$ cat config.mk
export PLATFORM = sky130hd
export DESIGN_NAME = pc_fetch_ctrl_flat
export DESIGN_NICKNAME = d
export VERILOG_FILES = /design/src/rtl/pc_fetch_ctrl_if.sv /design/src/rtl/pc_fetch_ctrl.sv /design/src/flat_wrapper.sv
export SDC_FILE = /design/constraint.sdc
export NUM_CORES = 1
export LEC_CHECK = 0
export ABC_CLOCK_PERIOD_IN_PS = 6900
export BUFFER_PORTS_ARGS = -buffer_cell sky130_fd_sc_hd__buf_2
export CAP_MARGIN = 30
export CORE_MARGIN = 4
export CORE_UTILIZATION = 50
export DETAILED_ROUTE_END_ITERATION = 12
export GPL_TIMING_DRIVEN = 0
export PLACE_DENSITY = 0.78
export SLEW_MARGIN = 20
export SYNTH_ARGS = -nofsm -noshare
export SYNTH_HDL_FRONTEND = slang
export SYNTH_SLANG_ARGS = --single-unit
export TNS_END_PERCENT = 5
$ cat constraint.sdc
create_clock -name clk -period 6.9 [get_ports clk]
set_input_delay 1.38 -clock clk [delete_from_list [all_inputs] [get_ports clk]]
set_output_delay 1.38 -clock clk [all_outputs]
set_load 0.05 [all_outputs]
$ cat src/rtl/pc_fetch_ctrl_if.sv
// Fetch/decode/redirect signal bundle for pc_fetch_ctrl.
// master = fetch sequencer, slave = memory/decode/next-PC environment.
interface pc_fetch_ctrl_if #(
    parameter int unsigned PC_WIDTH    = 64,
    parameter int unsigned INSTR_WIDTH = 32
);
    logic                   ena;
    logic                   if_req_o;
    logic [PC_WIDTH-1:0]    if_addr_o;
    logic                   if_gnt_i;
    logic                   if_rvalid_i;
    logic [INSTR_WIDTH-1:0] if_rdata_i;
    logic                   id_valid_o;
    logic                   id_ready_i;
    logic [PC_WIDTH-1:0]    id_pc_o;
    logic [INSTR_WIDTH-1:0] id_instr_o;
    logic                   redirect_i;
    logic [PC_WIDTH-1:0]    redirect_pc_i;
    logic                   ebreak_i;
    logic                   halt_o;
    logic                   misalign_o;

    modport master (
        input  ena,
        output if_req_o, if_addr_o,
        input  if_gnt_i, if_rvalid_i, if_rdata_i,
        output id_valid_o,
        input  id_ready_i,
        output id_pc_o, id_instr_o,
        input  redirect_i, redirect_pc_i, ebreak_i,
        output halt_o, misalign_o
    );

    modport slave (
        output ena,
        input  if_req_o, if_addr_o,
        output if_gnt_i, if_rvalid_i, if_rdata_i,
        input  id_valid_o,
        output id_ready_i,
        input  id_pc_o, id_instr_o,
        output redirect_i, redirect_pc_i, ebreak_i,
        input  halt_o, misalign_o
    );
endinterface

$ cat src/rtl/pc_fetch_ctrl.sv
// Fetch sequencer: owns the PC, issues one outstanding fetch, presents to decode.
// Optional macro PC_ALIGN_CHECK_EN: trap misaligned redirects to RESET_PC.
module pc_fetch_ctrl #(
    parameter int unsigned         PC_WIDTH    = 64,
    parameter logic [PC_WIDTH-1:0] RESET_PC    = PC_WIDTH'(64'h8000_0000),
    parameter int unsigned         INSTR_WIDTH = 32
) (
    input  logic            clk,
    input  logic            rst,
    pc_fetch_ctrl_if.master bus
);
    typedef enum logic [2:0] {
        S_IDLE,
        S_REQ,
        S_WAIT,
        S_HOLD,
        S_HALT
    } state_t;

    state_t                 state;
    logic [PC_WIDTH-1:0]    pc;
    logic                   kill;
    logic                   halt_pending;
    logic [PC_WIDTH-1:0]    id_pc_q;
    logic [INSTR_WIDTH-1:0] id_instr_q;
    logic                   misalign_q;

    logic [PC_WIDTH-1:0]    redirect_target;
    logic                   redirect_bad;
    logic                   redirect_take;

`ifdef PC_ALIGN_CHECK_EN
    always_comb begin
        redirect_bad    = (bus.redirect_pc_i[1:0] != 2'b00);
        redirect_target = redirect_bad ? RESET_PC : bus.redirect_pc_i;
    end
`else
    always_comb begin
        redirect_bad    = 1'b0;
        redirect_target = {bus.redirect_pc_i[PC_WIDTH-1:2], 2'b00};
    end
`endif

    // ebreak outranks redirect; nothing is redirected once halted
    assign redirect_take = bus.redirect_i && !bus.ebreak_i && (state != S_HALT);

    always_ff @(posedge clk or posedge rst) begin
        if (rst) begin
            state        <= S_IDLE;
            pc           <= RESET_PC;
            kill         <= 1'b0;
            halt_pending <= 1'b0;
            id_pc_q      <= RESET_PC;
            id_instr_q   <= '0;
            misalign_q   <= 1'b0;
        end else begin
            misalign_q <= redirect_take && redirect_bad;
            if (redirect_take) begin
                pc <= redirect_target;
            end
            case (state)
                S_IDLE: begin
                    if (bus.ebreak_i) begin
                        state <= S_HALT;
                    end else if (bus.ena) begin
                        state <= S_REQ;
                    end
                end
                S_REQ: begin
                    if (bus.if_gnt_i) begin
                        state <= S_WAIT;
                        if (bus.ebreak_i) begin
                            kill         <= 1'b1;
                            halt_pending <= 1'b1;
                        end else if (bus.redirect_i) begin
                            kill <= 1'b1;
                        end
                    end else if (bus.ebreak_i) begin
                        state <= S_HALT;
                    end
                end
                S_WAIT: begin
                    // A response arriving with a same-cycle redirect/ebreak is stale:
                    // drop it directly since no further rvalid will follow.
                    if (bus.if_rvalid_i) begin
                        kill <= 1'b0;
                        if (bus.ebreak_i || halt_pending) begin
                            state <= S_HALT;
                        end else if (kill || bus.redirect_i) begin
                            state <= bus.ena ? S_REQ : S_IDLE;
                        end else begin
                            id_instr_q <= bus.if_rdata_i;
                            id_pc_q    <= pc;
                            state      <= S_HOLD;
                        end
                    end else if (bus.ebreak_i) begin
                        kill         <= 1'b1;
                        halt_pending <= 1'b1;
                    end else if (bus.redirect_i) begin
                        kill <= 1'b1;
                    end
                end
                S_HOLD: begin
                    if (bus.ebreak_i) begin
                        state <= S_HALT;
                    end else if (bus.redirect_i) begin
                        state <= bus.ena ? S_REQ : S_IDLE;
                    end else if (bus.id_ready_i) begin
                        pc    <= pc + PC_WIDTH'(4);
                        state <= bus.ena ? S_REQ : S_IDLE;
                    end
                end
                S_HALT: begin
                    state <= S_HALT;
                end
                default: begin
                    state <= S_IDLE;
                end
            endcase
        end
    end

    assign bus.if_req_o   = (state == S_REQ);
    assign bus.if_addr_o  = pc;
    assign bus.id_valid_o = (state == S_HOLD);
    assign bus.id_pc_o    = id_pc_q;
    assign bus.id_instr_o = id_instr_q;
    assign bus.halt_o     = (state == S_HALT);
    assign bus.misalign_o = misalign_q;
endmodule

$ cat src/flat_wrapper.sv
// flat-port wrapper written by rule: the top's interface ports become plain ports
module pc_fetch_ctrl_flat 
#(
    parameter int unsigned         PC_WIDTH    = 64,
    parameter logic [PC_WIDTH-1:0] RESET_PC    = PC_WIDTH'(64'h8000_0000),
    parameter int unsigned         INSTR_WIDTH = 32
)
  (clk, rst, bus_ena, bus_if_req_o, bus_if_addr_o, bus_if_gnt_i, bus_if_rvalid_i, bus_if_rdata_i, bus_id_valid_o, bus_id_ready_i, bus_id_pc_o, bus_id_instr_o, bus_redirect_i, bus_redirect_pc_i, bus_ebreak_i, bus_halt_o, bus_misalign_o);
  pc_fetch_ctrl_if #(.PC_WIDTH(PC_WIDTH), .INSTR_WIDTH(INSTR_WIDTH)) bus_i ();
  input  logic clk;
  input  logic rst;
  input wire logic [$bits(bus_i.ena)-1:0] bus_ena;
  output wire logic [$bits(bus_i.if_req_o)-1:0] bus_if_req_o;
  output wire logic [$bits(bus_i.if_addr_o)-1:0] bus_if_addr_o;
  input wire logic [$bits(bus_i.if_gnt_i)-1:0] bus_if_gnt_i;
  input wire logic [$bits(bus_i.if_rvalid_i)-1:0] bus_if_rvalid_i;
  input wire logic [$bits(bus_i.if_rdata_i)-1:0] bus_if_rdata_i;
  output wire logic [$bits(bus_i.id_valid_o)-1:0] bus_id_valid_o;
  input wire logic [$bits(bus_i.id_ready_i)-1:0] bus_id_ready_i;
  output wire logic [$bits(bus_i.id_pc_o)-1:0] bus_id_pc_o;
  output wire logic [$bits(bus_i.id_instr_o)-1:0] bus_id_instr_o;
  input wire logic [$bits(bus_i.redirect_i)-1:0] bus_redirect_i;
  input wire logic [$bits(bus_i.redirect_pc_i)-1:0] bus_redirect_pc_i;
  input wire logic [$bits(bus_i.ebreak_i)-1:0] bus_ebreak_i;
  output wire logic [$bits(bus_i.halt_o)-1:0] bus_halt_o;
  output wire logic [$bits(bus_i.misalign_o)-1:0] bus_misalign_o;
  assign bus_i.ena = bus_ena;
  assign bus_if_req_o = bus_i.if_req_o;
  assign bus_if_addr_o = bus_i.if_addr_o;
  assign bus_i.if_gnt_i = bus_if_gnt_i;
  assign bus_i.if_rvalid_i = bus_if_rvalid_i;
  assign bus_i.if_rdata_i = bus_if_rdata_i;
  assign bus_id_valid_o = bus_i.id_valid_o;
  assign bus_i.id_ready_i = bus_id_ready_i;
  assign bus_id_pc_o = bus_i.id_pc_o;
  assign bus_id_instr_o = bus_i.id_instr_o;
  assign bus_i.redirect_i = bus_redirect_i;
  assign bus_i.redirect_pc_i = bus_redirect_pc_i;
  assign bus_i.ebreak_i = bus_ebreak_i;
  assign bus_halt_o = bus_i.halt_o;
  assign bus_misalign_o = bus_i.misalign_o;
  pc_fetch_ctrl #(.PC_WIDTH(PC_WIDTH), .RESET_PC(RESET_PC), .INSTR_WIDTH(INSTR_WIDTH)) u_core (.clk(clk), .rst(rst), .bus(bus_i));
endmodule
==> reports/summary.txt <==
Leak: 5.40 nW
slowest stage cell, crit path: nor3b_2
clock-pin transition on the worst setup and hold timing paths: 0.07 ns
crit path DAT: 3.85 ns
cells after synthesis: 772
most frequent cell after synthesis: dfrtp_1
combinational power share: 43.6%
area of the multi-input gates: 4120 µm²
Unique masters post-synth: 76
total power: 0.00456 W
initial core utilization: 51.3%
top cell type by total area after synthesis: dfrtp_1
Post-synth ARST share: 100%
commonest cells in the netlist: dfrtp_1 (163), nand2_1 (60), mux2_2 (57)
RSZ-0062 raised after global routing: false
synthesized area: 8570 µm²
fin cells: 1,293
CTS root buf: clkbuf_16
Syn-to-layout area delta: 26.4%
Final Critical Period: 3.54 ns
Slew HR: 47.5%
gr usage total: 28.5%
Req. time, crit path: 7.21 ns
PortBufs: 263
CTS max path bufs: 2
CTS Hold Bufs: 0
met3 WL: 2.63 mm
CP Class: input pin to flip-flop
Max Used Layer: met4
latest clock arrival within the worst-skew pair: 0.43 ns
Layout Nets: 1,161
Avg Inst Size Synth: 11.1 µm²
die height: 139 µm
switching pwr: 0.00230 W
FF+latch area: 4130 µm²
CP delay by family, top: simple AND/OR/NAND/NOR gates
Mapped Nets: 877
Met1 Wirelength: 11.3 mm
GRT overflow: 0
Crit path largest cell delay: 0.57 ns
DRT antenna net count: 0
DR pass1 iterations: 7
layout cells sized above 1: 42.8%
Routed wire per std cell: 21.4 µm
Max Cap Viol: 0
Yosys warnings: 0
fin crit share: 51.4%
Final Hold Vio Count: 0
Area contributors post-synth: dfrtp_1 (48%), mux2_2 (7.5%), mux2_4 (7.0%)
vias in the first global route: 7,725
DRC violations left: 0
Fillers: 1,380
post-CTS repair timing setup buffer count: 0
final WL: 27.7 mm
EDFF count, synth: 0
total core area: 16,700 µm²
GP Congestion: 0.985
clock power share: 21.3%
Placed Cells: 1,257
largest net degree at the start of global routing: 59
internal power: 0.00226 W
crit path launch type: input pin
Worst Setup End Kind: flip-flop
vias per cell: 6.22
vias: 8,038
Hold Crit Class: flip-flop to flip-flop
# IOs: 268
sequential share of the synthesized area: 48.2%
Final Max Slew Viols: 0
met2 wire len: 12.9 mm
clk_skew: 0.00930 ns
switching share of total power: 50.3%
Sequential Power Share: 35.1%
first-pass GRT wire length: 43.8 mm
initial DRC count: 934
Peak VDD IR: 243 µV
CP bufs+invs: 3
CTS tree: done
CP Max Fanout: 10
status: completed
CTS Sinks: 165
Highest Clock Rate: 282 MHz
CP most frequent cell: clkbuf_1
die area: 19,300 µm²
initial antenna violation count: 1
Slew @ Worst Pin: 0.782 ns
cts repair resizes: 0
top cell type's share of synthesized area: 47.6%
Seq cells post-synth: 165
number of CTS-inserted buffers: 17
Main synth FF type: dfrtp_1
row cnt: 47
Finish-stage setup viols: 0
H-tree Lvls: 4
Power per Cell Area: 421 nW/µm²
CP cell instances: clkbuf_1, nor3b_2, nand2_1, clkbuf_1, buf_1, o32ai_1, nor2_1
Die X: 139 µm
DP HPWL: 20.3 mm
-- state kept, by name (all words and copies together) (netlist names) --
| register | cells |
|---|---|
| u_core.bus.id_pc_o | 64 |
| u_core.halt_pending | 1 |
| u_core.bus.id_instr_o | 32 |
| u_core.state | 3 |
| u_core.kill | 1 |
| u_core.bus.if_addr_o | 64 |
-- cell type report --
cell class	instances	area share [%]
Multi-Input combinational cell	542	38.1
Antenna cell	4	0.0925
Sequential cell	165	38.2
Timing Repair Buffer	265	12.7
Tap cell	220	2.54
Inverter	17	0.659
Buffer	48	2.30
Clock inverter	15	1.55
Clock buffer	17	3.93
-- final timing paths --
| check | start | endpoint | slack, ns | cells past startpoint |
|---|---|---|---|---|
| min | u_core.bus.id_instr_o[22]$_DFFE_PP0P_ | u_core.bus.id_instr_o[22]$_DFFE_PP0P_ | 0.50 | 1 |
| max | bus_ebreak_i | u_core.bus.if_addr_o[10]$_DFF_PP0_ | 3.36 | 7 |
| max in group asynchronous | rst | u_core.bus.if_addr_o[31]$_DFF_PP1_ | 5.00 | 4 |
| min reg2reg | u_core.bus.id_instr_o[22]$_DFFE_PP0P_ | u_core.bus.id_instr_o[22]$_DFFE_PP0P_ | 0.50 | 1 |
| max reg2reg | u_core.state[2]$_DFFE_PP0P_ | u_core.bus.if_addr_o[47]$_DFF_PP0_ | 4.13 | 9 |
| min in group asynchronous | rst | u_core.bus.id_pc_o[27]$_DFFE_PP0P_ | 0.95 | 2 |
-- cells in the final DEF, fill, tap and decap left out, types with 9 or more instances in the layout --
| cell type | n |
|---|---|
| a211oi_1 | 9 |
| a21oi_1 | 14 |
| a22oi_1 | 23 |
| and2_1 | 9 |
| and3_1 | 10 |
| buf_2 | 282 |
| clkbuf_1 | 20 |
| clkbuf_16 | 17 |
| dfrtp_1 | 163 |
| inv_1 | 14 |
| mux2_2 | 57 |
| mux2_4 | 40 |
| nand2_1 | 60 |
| nand3_1 | 40 |
| nand4_1 | 31 |
| nor2_1 | 48 |
| nor3_1 | 14 |
| nor4_1 | 13 |
| o211ai_1 | 14 |
| o21ai_0 | 20 |
| or4_1 | 16 |
-- metal layers --
layer  global-route usage, %  vias to the layer above
met3                    6.38                       67
met1                    39.2                     3939
met2                    44.6                      508
li1                        -                     3524
met4                    10.1                        0
met5                       0                        -
-- power by group through the flow --
stage          sequential [W]  clock [W]  combinational [W]
6_report              0.00160   0.000972            0.00199
5_1_grt               0.00164    0.00104            0.00209
2_1_floorplan         0.00233          0           0.000650
3_3_place_gp          0.00159          0            0.00194
3_5_place_dp          0.00161          0            0.00197
4_1_cts               0.00159   0.000988            0.00198
-- through the flow --
stage	setup slack, ns	util [%]	area (µm²)	setup TNS, ns	hold WS [ns]
CTS	3.48	64.7	10800	0	0.503
finish	3.36	64.8	10800	0	0.499
floorplan	1.06	-	8570	0	0.519
global placement	-0.903	60.8	10200	-145.45	0.482
global route	3.26	64.8	10800	0	0.510
detailed placement	3.04	61.2	10200	0	0.486
-- kinds of logic (layout without fill, tap and decap cells) --
kind of cell,count (synthesis),in the layout,share of synthesized area (%)
flip-flops,165,165,48.2
other,1,5,0.0438
buffers and inverters,65,362,3.65
multiplexers,101,101,15.0
AND/OR/NAND/NOR,294,294,20.3
adder cells (fa/ha/maj),1,1,0.146
XOR/XNOR,3,3,0.307
AO/OA/AOI/OAI,142,142,12.3
No activity file was read; power rests on OpenSTA's default activity.
